===== src/rtl/riscv_mem_pkg.sv =====
// riscv_mem_pkg: shared constants and types for the SoC data-RAM path.
//   BYTE_LANES  - byte lanes per RAM word (one bank per lane)
//   DEF_RAM_AW  - default RAM word-address width (8 KiB / 4 bytes)
//   MST_CORE    - master ID of the core load/store port (m0)
//   MST_LOADER  - master ID of the program loader/debug port (m1)
//   arb_state_t - arbiter priority state
package riscv_mem_pkg;

  localparam int BYTE_LANES = 4;
  localparam int DEF_RAM_AW = 11;

  localparam logic MST_CORE   = 1'b0;
  localparam logic MST_LOADER = 1'b1;

  typedef enum logic {
    PRIO_M0  = 1'b0,  // core wins contested cycles
    FORCE_M1 = 1'b1   // loader has waited long enough and wins
  } arb_state_t;

endpackage


===== src/rtl/ram_port_arbiter.sv =====
// ram_port_arbiter: shares the single data-RAM port between the core (m0)
// and the loader/debug port (m1). m0 has fixed priority; a starvation
// counter force-grants m1 after MAX_WAIT consecutive lost cycles. Read data
// is routed back to the issuing master one cycle after its grant.
//
// Ports:
//   clk, rstn                 - clock, asynchronous active-low reset
//   m0_* / m1_*               - master request/payload in; gnt, rdata,
//                               rvalid out (transfer on req && gnt)
//   ram_en, ram_we, ram_addr,
//   ram_wdata                 - RAM access of the granted master
//   ram_rdata                 - RAM read data, valid the cycle after a read
module ram_port_arbiter
  import riscv_mem_pkg::*;
#(
  parameter int DATA_W   = 32,
  parameter int ADDR_W   = 32,
  parameter int RAM_AW   = DEF_RAM_AW,
  parameter int MAX_WAIT = 8
) (
  input  logic                  clk,
  input  logic                  rstn,

  input  logic                  m0_req,
  input  logic [BYTE_LANES-1:0] m0_we,
  input  logic [ADDR_W-1:0]     m0_addr,
  input  logic [DATA_W-1:0]     m0_wdata,
  output logic                  m0_gnt,
  output logic [DATA_W-1:0]     m0_rdata,
  output logic                  m0_rvalid,

  input  logic                  m1_req,
  input  logic [BYTE_LANES-1:0] m1_we,
  input  logic [ADDR_W-1:0]     m1_addr,
  input  logic [DATA_W-1:0]     m1_wdata,
  output logic                  m1_gnt,
  output logic [DATA_W-1:0]     m1_rdata,
  output logic                  m1_rvalid,

  output logic                  ram_en,
  output logic [BYTE_LANES-1:0] ram_we,
  output logic [RAM_AW-1:0]     ram_addr,
  output logic [DATA_W-1:0]     ram_wdata,
  input  logic [DATA_W-1:0]     ram_rdata
);

  localparam int                CNT_W   = $clog2(MAX_WAIT + 1);
  localparam logic [CNT_W-1:0]  CNT_MAX = CNT_W'(MAX_WAIT);

  arb_state_t            state, state_nxt;
  logic [CNT_W-1:0]      wait_cnt, wait_nxt;
  logic                  rd_pend;
  logic                  rd_owner;

  logic [BYTE_LANES-1:0] sel_we;
  logic [ADDR_W-1:0]     sel_addr;
  logic [DATA_W-1:0]     sel_wdata;

  // Byte offset and upper address bits are intentionally dropped (the RAM
  // aliases across the whole master address space).
  logic [ADDR_W-1:0]     unused_addr;

  // ---------------------------------------------------------------------
  // Grant. Combinational from req and registered state; gated by rstn so
  // nothing is granted while reset is held.
  // ---------------------------------------------------------------------
  // NOTE: every output of a combinational block gets a default first, so
  // no path leaves it unassigned and no latch is inferred.
  always_comb begin
    m0_gnt = 1'b0;
    m1_gnt = 1'b0;
    if (rstn) begin
      if (state == FORCE_M1) begin
        m1_gnt = m1_req;
        m0_gnt = m0_req & ~m1_req;
      end else begin
        m0_gnt = m0_req;
        m1_gnt = m1_req & ~m0_req;
      end
    end
  end

  // ---------------------------------------------------------------------
  // RAM payload mux: granted master's payload, all zero when idle.
  // ---------------------------------------------------------------------
  always_comb begin
    sel_we    = '0;
    sel_addr  = '0;
    sel_wdata = '0;
    if (m1_gnt) begin
      sel_we    = m1_we;
      sel_addr  = m1_addr;
      sel_wdata = m1_wdata;
    end else if (m0_gnt) begin
      sel_we    = m0_we;
      sel_addr  = m0_addr;
      sel_wdata = m0_wdata;
    end
  end

  assign ram_en      = m0_gnt | m1_gnt;
  assign ram_we      = sel_we;
  assign ram_addr    = sel_addr[RAM_AW+1:2];
  assign ram_wdata   = sel_wdata;
  assign unused_addr = sel_addr;

  // ---------------------------------------------------------------------
  // Starvation counter and priority FSM.
  // The FSM looks at the counter's next value so that m1 wins in the very
  // cycle after its MAX_WAIT-th loss, not one cycle later.
  // ---------------------------------------------------------------------
  always_comb begin
    wait_nxt = '0;
    if (m1_req && !m1_gnt) begin
      wait_nxt = (wait_cnt == CNT_MAX) ? wait_cnt : wait_cnt + CNT_W'(1);
    end
  end

  always_comb begin
    state_nxt = state;
    case (state)
      PRIO_M0: begin
        if (wait_nxt == CNT_MAX) state_nxt = FORCE_M1;
      end
      FORCE_M1: begin
        // Leave on the forced grant, or if m1 withdraws its request.
        if (m1_gnt || !m1_req) state_nxt = PRIO_M0;
      end
      default: state_nxt = PRIO_M0;
    endcase
  end

  // NOTE: state registers use non-blocking assignments so every flop samples
  // the pre-edge values, independent of block ordering in simulation.
  always_ff @(posedge clk or negedge rstn) begin
    if (!rstn) begin
      state    <= PRIO_M0;
      wait_cnt <= '0;
    end else begin
      state    <= state_nxt;
      wait_cnt <= wait_nxt;
    end
  end

  // ---------------------------------------------------------------------
  // Read-return tracker: remembers whether the last granted access was a
  // read and who issued it. Reset drops any pending response.
  // ---------------------------------------------------------------------
  always_ff @(posedge clk or negedge rstn) begin
    if (!rstn) begin
      rd_pend  <= 1'b0;
      rd_owner <= MST_CORE;
    end else begin
      rd_pend  <= ram_en && (sel_we == '0);
      rd_owner <= m1_gnt ? MST_LOADER : MST_CORE;
    end
  end

  assign m0_rvalid = rd_pend && (rd_owner == MST_CORE);
  assign m1_rvalid = rd_pend && (rd_owner == MST_LOADER);
  assign m0_rdata  = m0_rvalid ? ram_rdata : '0;
  assign m1_rdata  = m1_rvalid ? ram_rdata : '0;

endmodule


===== config.mk =====
export PLATFORM = sky130hd
export DESIGN_NAME = ram_port_arbiter
export DESIGN_NICKNAME = d
export VERILOG_FILES = /design/src/rtl/riscv_mem_pkg.sv /design/src/rtl/ram_port_arbiter.sv
export SDC_FILE = /design/constraint.sdc
export NUM_CORES = 1
export LEC_CHECK = 0
export BUFFER_PORTS_ARGS = -buffer_cell sky130_fd_sc_hd__buf_2
export CAP_MARGIN = 20
export CELL_PAD_IN_SITES_DETAIL_PLACEMENT = 1
export CELL_PAD_IN_SITES_GLOBAL_PLACEMENT = 1
export CORE_AREA = 2 2 113 115
export DETAILED_ROUTE_END_ITERATION = 12
export DIE_AREA = 0 0 115 117
export PLACE_DENSITY = 0.82
export SKIP_LAST_GASP = 1
export SLEW_MARGIN = 10
export SYNTH_ARGS = -nofsm -noshare
export SYNTH_HDL_FRONTEND = slang
export SYNTH_SLANG_ARGS = --single-unit

===== constraint.sdc =====
create_clock -name clk -period 3.41 [get_ports clk]
set_input_delay 0.5115 -clock clk [delete_from_list [all_inputs] [get_ports clk]]
set_output_delay 0.5115 -clock clk [all_outputs]
set_load 0.03 [all_outputs]

---- Word-level counts from Yosys, hierarchy flattened ----
Index checks and enable logic that the tools add are counted.
storage, ports and cells
  flip-flop bits (word level) ............. 7
  input port bits ......................... 172
  output and inout bits ................... 116
  logic and storage cells ................. 40
operators by class
  add/subtract/negate cells ............... 1
  equality and inequality tests ........... 2
  multiplexer cells ....................... 18
  bitwise operators ....................... 7
  reduce and logical (&&, ||, !) cells .... 8
operators with widths
  cell                                         count
  two-way mux 32 bit                           4
  two-way mux 13 bit                           2
  two-way mux 4 bit                            4
  == test 4 bit, second input constant         2
  two-way mux 1 bit                            7
  adder 4 x 1 -> 4 bit, second input constant  1
  logical AND 1 bit                            4
  logical NOT 4 bit                            1
  inverter 1 bit                               4
  AND 1 bit                                    2
  logical NOT 1 bit                            2
  one-hot mux 1 bit (2 select lines)           1
  logical OR 1 bit                             1
  bitwise OR 1 bit                             1

---- Depth between registers and ports, before layout ----
  word-level depth ........................ 10
  mapped depth ............................ 6
  gate-level depth less buffers ........... 6

---- Worst setup path before layout ----
No wires, ideal clock.
  path type ............................... in2out
  start ................................... input port rstn
  end ..................................... output port ram_wdata[22]
  arrival ................................. 1.545 ns
  required time ........................... 2.898 ns
  setup slack ............................. 1.354 ns
  stages .................................. 5
  buffers on the path ..................... 3
  cells stage by stage .................... clkbuf_1 > and3_4 > buf_6 > buf_8 > a22o_1
between the ends
  elaborated cells on any way between the ends .. 4
  classes of those cells .................. mux (4)
RTL lines
  element             line                    RTL
  from (decl)         ram_port_arbiter.sv:22  input logic rstn,
  two-way mux 1 bit   ram_port_arbiter.sv:72  if (rstn) begin
  via m1_gnt          ram_port_arbiter.sv:36  output logic m1_gnt,
  two-way mux 32 bit  ram_port_arbiter.sv:90  if (m1_gnt) begin
  to (decl)           ram_port_arbiter.sv:43  output logic [DATA_W-1:0] ram_wdata,
The timed path passes the listed nets, and every way through them passes these cells.

---- Worst setup path in the final report ----
  start ................................... input port m1_req
  end ..................................... output port ram_wdata[31]
between the ends
  cells in the longest elaborated chain, start to end .. 6
  elaborated cells on any way between the ends .. 9
  classes of those cells .................. mux (6); bitwise (3)
ends and longest elaborated chain
  element               line                    RTL
  from (decl)           ram_port_arbiter.sv:32  input logic m1_req,
  inverter 1 bit        ram_port_arbiter.sv:75  m0_gnt = m0_req & ~m1_req;
  AND 1 bit             ram_port_arbiter.sv:75
  two-way mux 1 bit     ram_port_arbiter.sv:73  if (state == FORCE_M1) begin
  two-way mux 1 bit     ram_port_arbiter.sv:72
  two-way mux 32 bit    ram_port_arbiter.sv:94  end else if (m0_gnt) begin
  two-way mux 32 bit *  ram_port_arbiter.sv:90
Mark *: on every way between the ends. The rest lies on a longest branch, timed or not.

==> results.md <==
Run status:
- The run finished with clean final reports.

Final layout:
- The finished cells cover around 0.0028 sq mm.
- The finished layout holds 558 standard cells, fillers aside.
- The net count of the finished layout is 583.
- The growth of design area from synthesis to finish is 96.3%.
- Cells with a size suffix above 1 make up about 63% of the layout.
- The number of antenna diodes in the final layout is 0.
- The fill cell instance count of the final layout is approximately 1600.

Clock network:
- CTS built an H-tree with a depth of 1.
- The clock net sink count is 7.
- The clock latency reported for the late side of the worst-skew pair is 0.23 ns.
- The number of buffers added by the clock tree synthesis step is 3.
- The quantity of hold-fixing buffers added after cts is 0.
- The maximum clock insertion buffer count is 2.
- TritonCTS built the clock tree.
- The number of buffers inserted to repair setup after CTS is 0.
- In this run, post-CTS repair resized a total of 0 instances.
- The root buffer selected by CTS is clkbuf_16.
- The CTS clock-pin slew for the worst setup and hold paths is 0.03 ns.

Routing:
- The post-detailed-route wirelength per cell is between 10 and 15 um.
- The remaining antenna violation count is 0.
- In the routed layout, each cell is associated on average with a via count of 4.15.
- The detailed router placed between 2000 and 2500 vias in this run.
- The first-pass iteration count of the detailed router is 4.
- The remaining routing DRC violations is 0.
- The total wire length is 7470 um.
- The number of violations reported at the end of detailed-routing iteration 0 is 47.

Logic synthesis:
- Counting instances in the post-synthesis netlist gives the leading cell types as a22o_1, and2_1, and3_1.
- The most instantiated flip-flop cell in the synthesis netlist is dfrtp_1.
- In the post-synthesis netlist, the cell with the most instances is a22o_1.
- The share of the synthesized area in the top cell type is 26.8%.
- The mapped netlist covers 0.00141 sq mm.
- The synthesized area divided by synthesized cell count is 8.00 sq um.
- The number of warnings issued by yosys is 0.
- The net count of the mapped netlist is 350.
- The cell type with the highest aggregate area in the netlist is a22o_1.
- After synthesis, the share of flip-flops with an asynchronous set or reset is 100%.
- Yosys mapped a number of flops with a built-in enable equal to 0.
- Sorting the synthesized cells by area gives the leading types as a22o_1, and2_1, and3_1.
- Counting flops and latches in the post-synthesis netlist gives 7.
- The sequential-to-total area share from yosys stat is around 12%.
- The number of cells produced by synthesis is about 180.
- The number of library cell types mapped by synthesis is 27.

Timing:
- The number of max-slew violations in the final report was 0.
- In this run the tightest slew margin relative to its limit is 67.5%.
- The transition time at the pin with the least slew margin is slightly below 0.5 ns.
- The clock skew after layout is about 0.0012 ns.
- Timing would allow up to just over 400 MHz.
- The final hold violation count is 0.
- Setup repair after global routing left no endpoint under its margin.
- The final period demand of the worst path is about 2.4 ns.
- The worst path uses between 70% and 80% of the clock period.
- The setup TNS is 0 ns.
- Setup violations remaining at the end of the flow were counted as 0.
- The worst path meets setup with ~1 ns of slack.

Global routing:
- The total grt overflow is 0.
- The first-pass GRT wire length is 10200 um.
- Across every metal layer, demand over resource in global routing totals around a tenth.
- Entering global routing, the biggest net connects 46 pins.
- The via count of the first global-routing pass was 2167.
- The initial antenna violation count is 0.

Placement:
- The worst setup slack after placement is between 1 and 1.5 ns.
- The cell area after placement is ~0.0027 sq mm.
- Once placement completed, the tool counted placed cells totaling 554.
- The HPWL after detailed placement is approximately 6300 um.
- In this run the tool buffered the top-level ports with ~250 buffer cells.
- The weighted congestion reported at the end of routability-driven placement is about 0.72.

Floorplan:
- The die covers 0.0135 sq mm.
- The initialized floorplan defines 41 standard-cell rows.
- The region available for standard cell placement spans roughly 0.012 sq mm.
- Once the floorplan was initialized, standard cells occupied a little under an eighth of the core.
- roughly 290 I/O pins were placed.
- The die outline height is roughly 120 um.
- The die is ~120 um wide.

Worst hold path:
- The class of the most critical hold timing path is input port to async pin.

Pwr:
- The power density of the placed cells is 219 mW/mm^2.
- The largest vdd supply drop is around 130 uV.
- The leakage power of the design is between 0.0015 and 0.002 uW.

Worst setup path:
- The maximum fanout count along the critical path is 44.
- The worst register-to-register path has a depth of 4.
- The required time at the endpoint of the critical path is 2.90 ns.
- The launch instance of the worst register-to-register path is state$_DFF_PN0_.
- The setup slack of the worst register-to-register path is 1.99 ns.
- The sort of element at the start of the critical path is an input port.
- The kind of end point of the critical path is an output pin.
- The endpoint of the worst register-to-register path is rd_pend$_DFF_PN0_.
- The worst setup path is of the input port to output pin kind.
- For the worst setup path, the data arrival time is 1.89 ns.

Run:
- The number of max-cap violations is 0.
## through the flow
stage | util (%) | hold slack (ns) | total power [uW]
3_3_place_gp | 21.8 | 0.417 | 407
5_1_grt | 22.4 | 0.197 | 643
4_1_cts | 22.4 | 0.184 | 612
3_5_place_dp | 21.8 | 0.424 | 411
2_1_floorplan | - | 0.216 | 280
6_report | 22.4 | 0.177 | 605
## cell usage in the layout (no fill, tap or decap)
master,count
a22o_1,43
clkbuf_1,1
o32ai_1,1
and2_1,34
nand4_1,1
and3_1,33
a21oi_1,1
nor2_1,3
ha_1,2
nand2_1,5
buf_2,245
nor2b_1,4
o21a_1,1
xnor2_1,1
clkbuf_16,3
buf_4,4
a32oi_1,5
inv_1,4
nor2b_2,1
nand3_1,1
nor4_1,1
nand2b_4,1
dfrtp_1,7
a21boi_4,1
xor2_1,1
nand2b_1,1
nand3b_1,2
and3_4,1
## per-layer routing
layer / vias to the layer above / global-route usage, % / part of all wire, % / wire length (um)
li1: 1119 / - / - / -
met1: 1054 / 11.2 / 39 / 2940
met2: 141 / 17.9 / 52 / 3900
met3: 4 / 1.39 / 7.8 / 584
met4: 0 / 1.93 / 0.62 / 46
met5: - / 0 / 0 / 0
## worst max-delay path, stage by stage
cell	delay (ns)
buf_2	0.18
a21boi_4	0.22
and2_1	0.15
buf_4	0.38
a22o_1	0.22
buf_2	0.21
## area by class of cell
cell class,instances,area [sq um],area share (%)
Timing Repair Buffer,249,1260,45.5
Multi-Input combinational cell,144,1050,38.0
Tap cell,150,188,6.79
Sequential cell,7,175,6.34
Clock buffer,4,78.8,2.85
Inverter,4,15.0,0.543
## worst max-delay path by stage
stage | slack [ns] | depth (start not counted) | end | from
CTS | 1.02 | 6 | ram_wdata[31] | m1_req
global placement | 1.03 | 6 | ram_wdata[31] | m1_req
detailed placement | 1.02 | 6 | ram_wdata[31] | m1_req
global route | 0.89 | 5 | ram_wdata[10] | state$_DFF_PN0_
finish | 1.00 | 6 | ram_wdata[31] | m1_req
floorplan | 1.35 | 5 | ram_wdata[22] | rstn
## report_power, final
part / internal, uW / leakage (uW) / total (uW) / switching [uW]
Combinational: 125 / 0.00170 / 319 / 194
Clock: 155 / 0.0000382 / 197 / 41.8
Sequential: 86.7 / 0.0000952 / 89.2 / 2.48
## kinds of logic (layout without fill, tap and decap cells)
family / Yosys count / count (layout) / share of synthesized area, %
simple gates: 88 / 88 / 38.7
compound gates: 52 / 52 / 32.7
buf+inv: 25 / 257 / 13.2
flops: 7 / 7 / 12.4
fa+ha+maj: 2 / 2 / 1.78
xor+xnor: 2 / 2 / 1.24
## flip-flops by register name, indices dropped and copies added, names as in the netlist
register and flops:
wait_cnt 4, rd_owner 1, state 1, rd_pend 1
No activity file was read; power rests on OpenSTA's default activity.
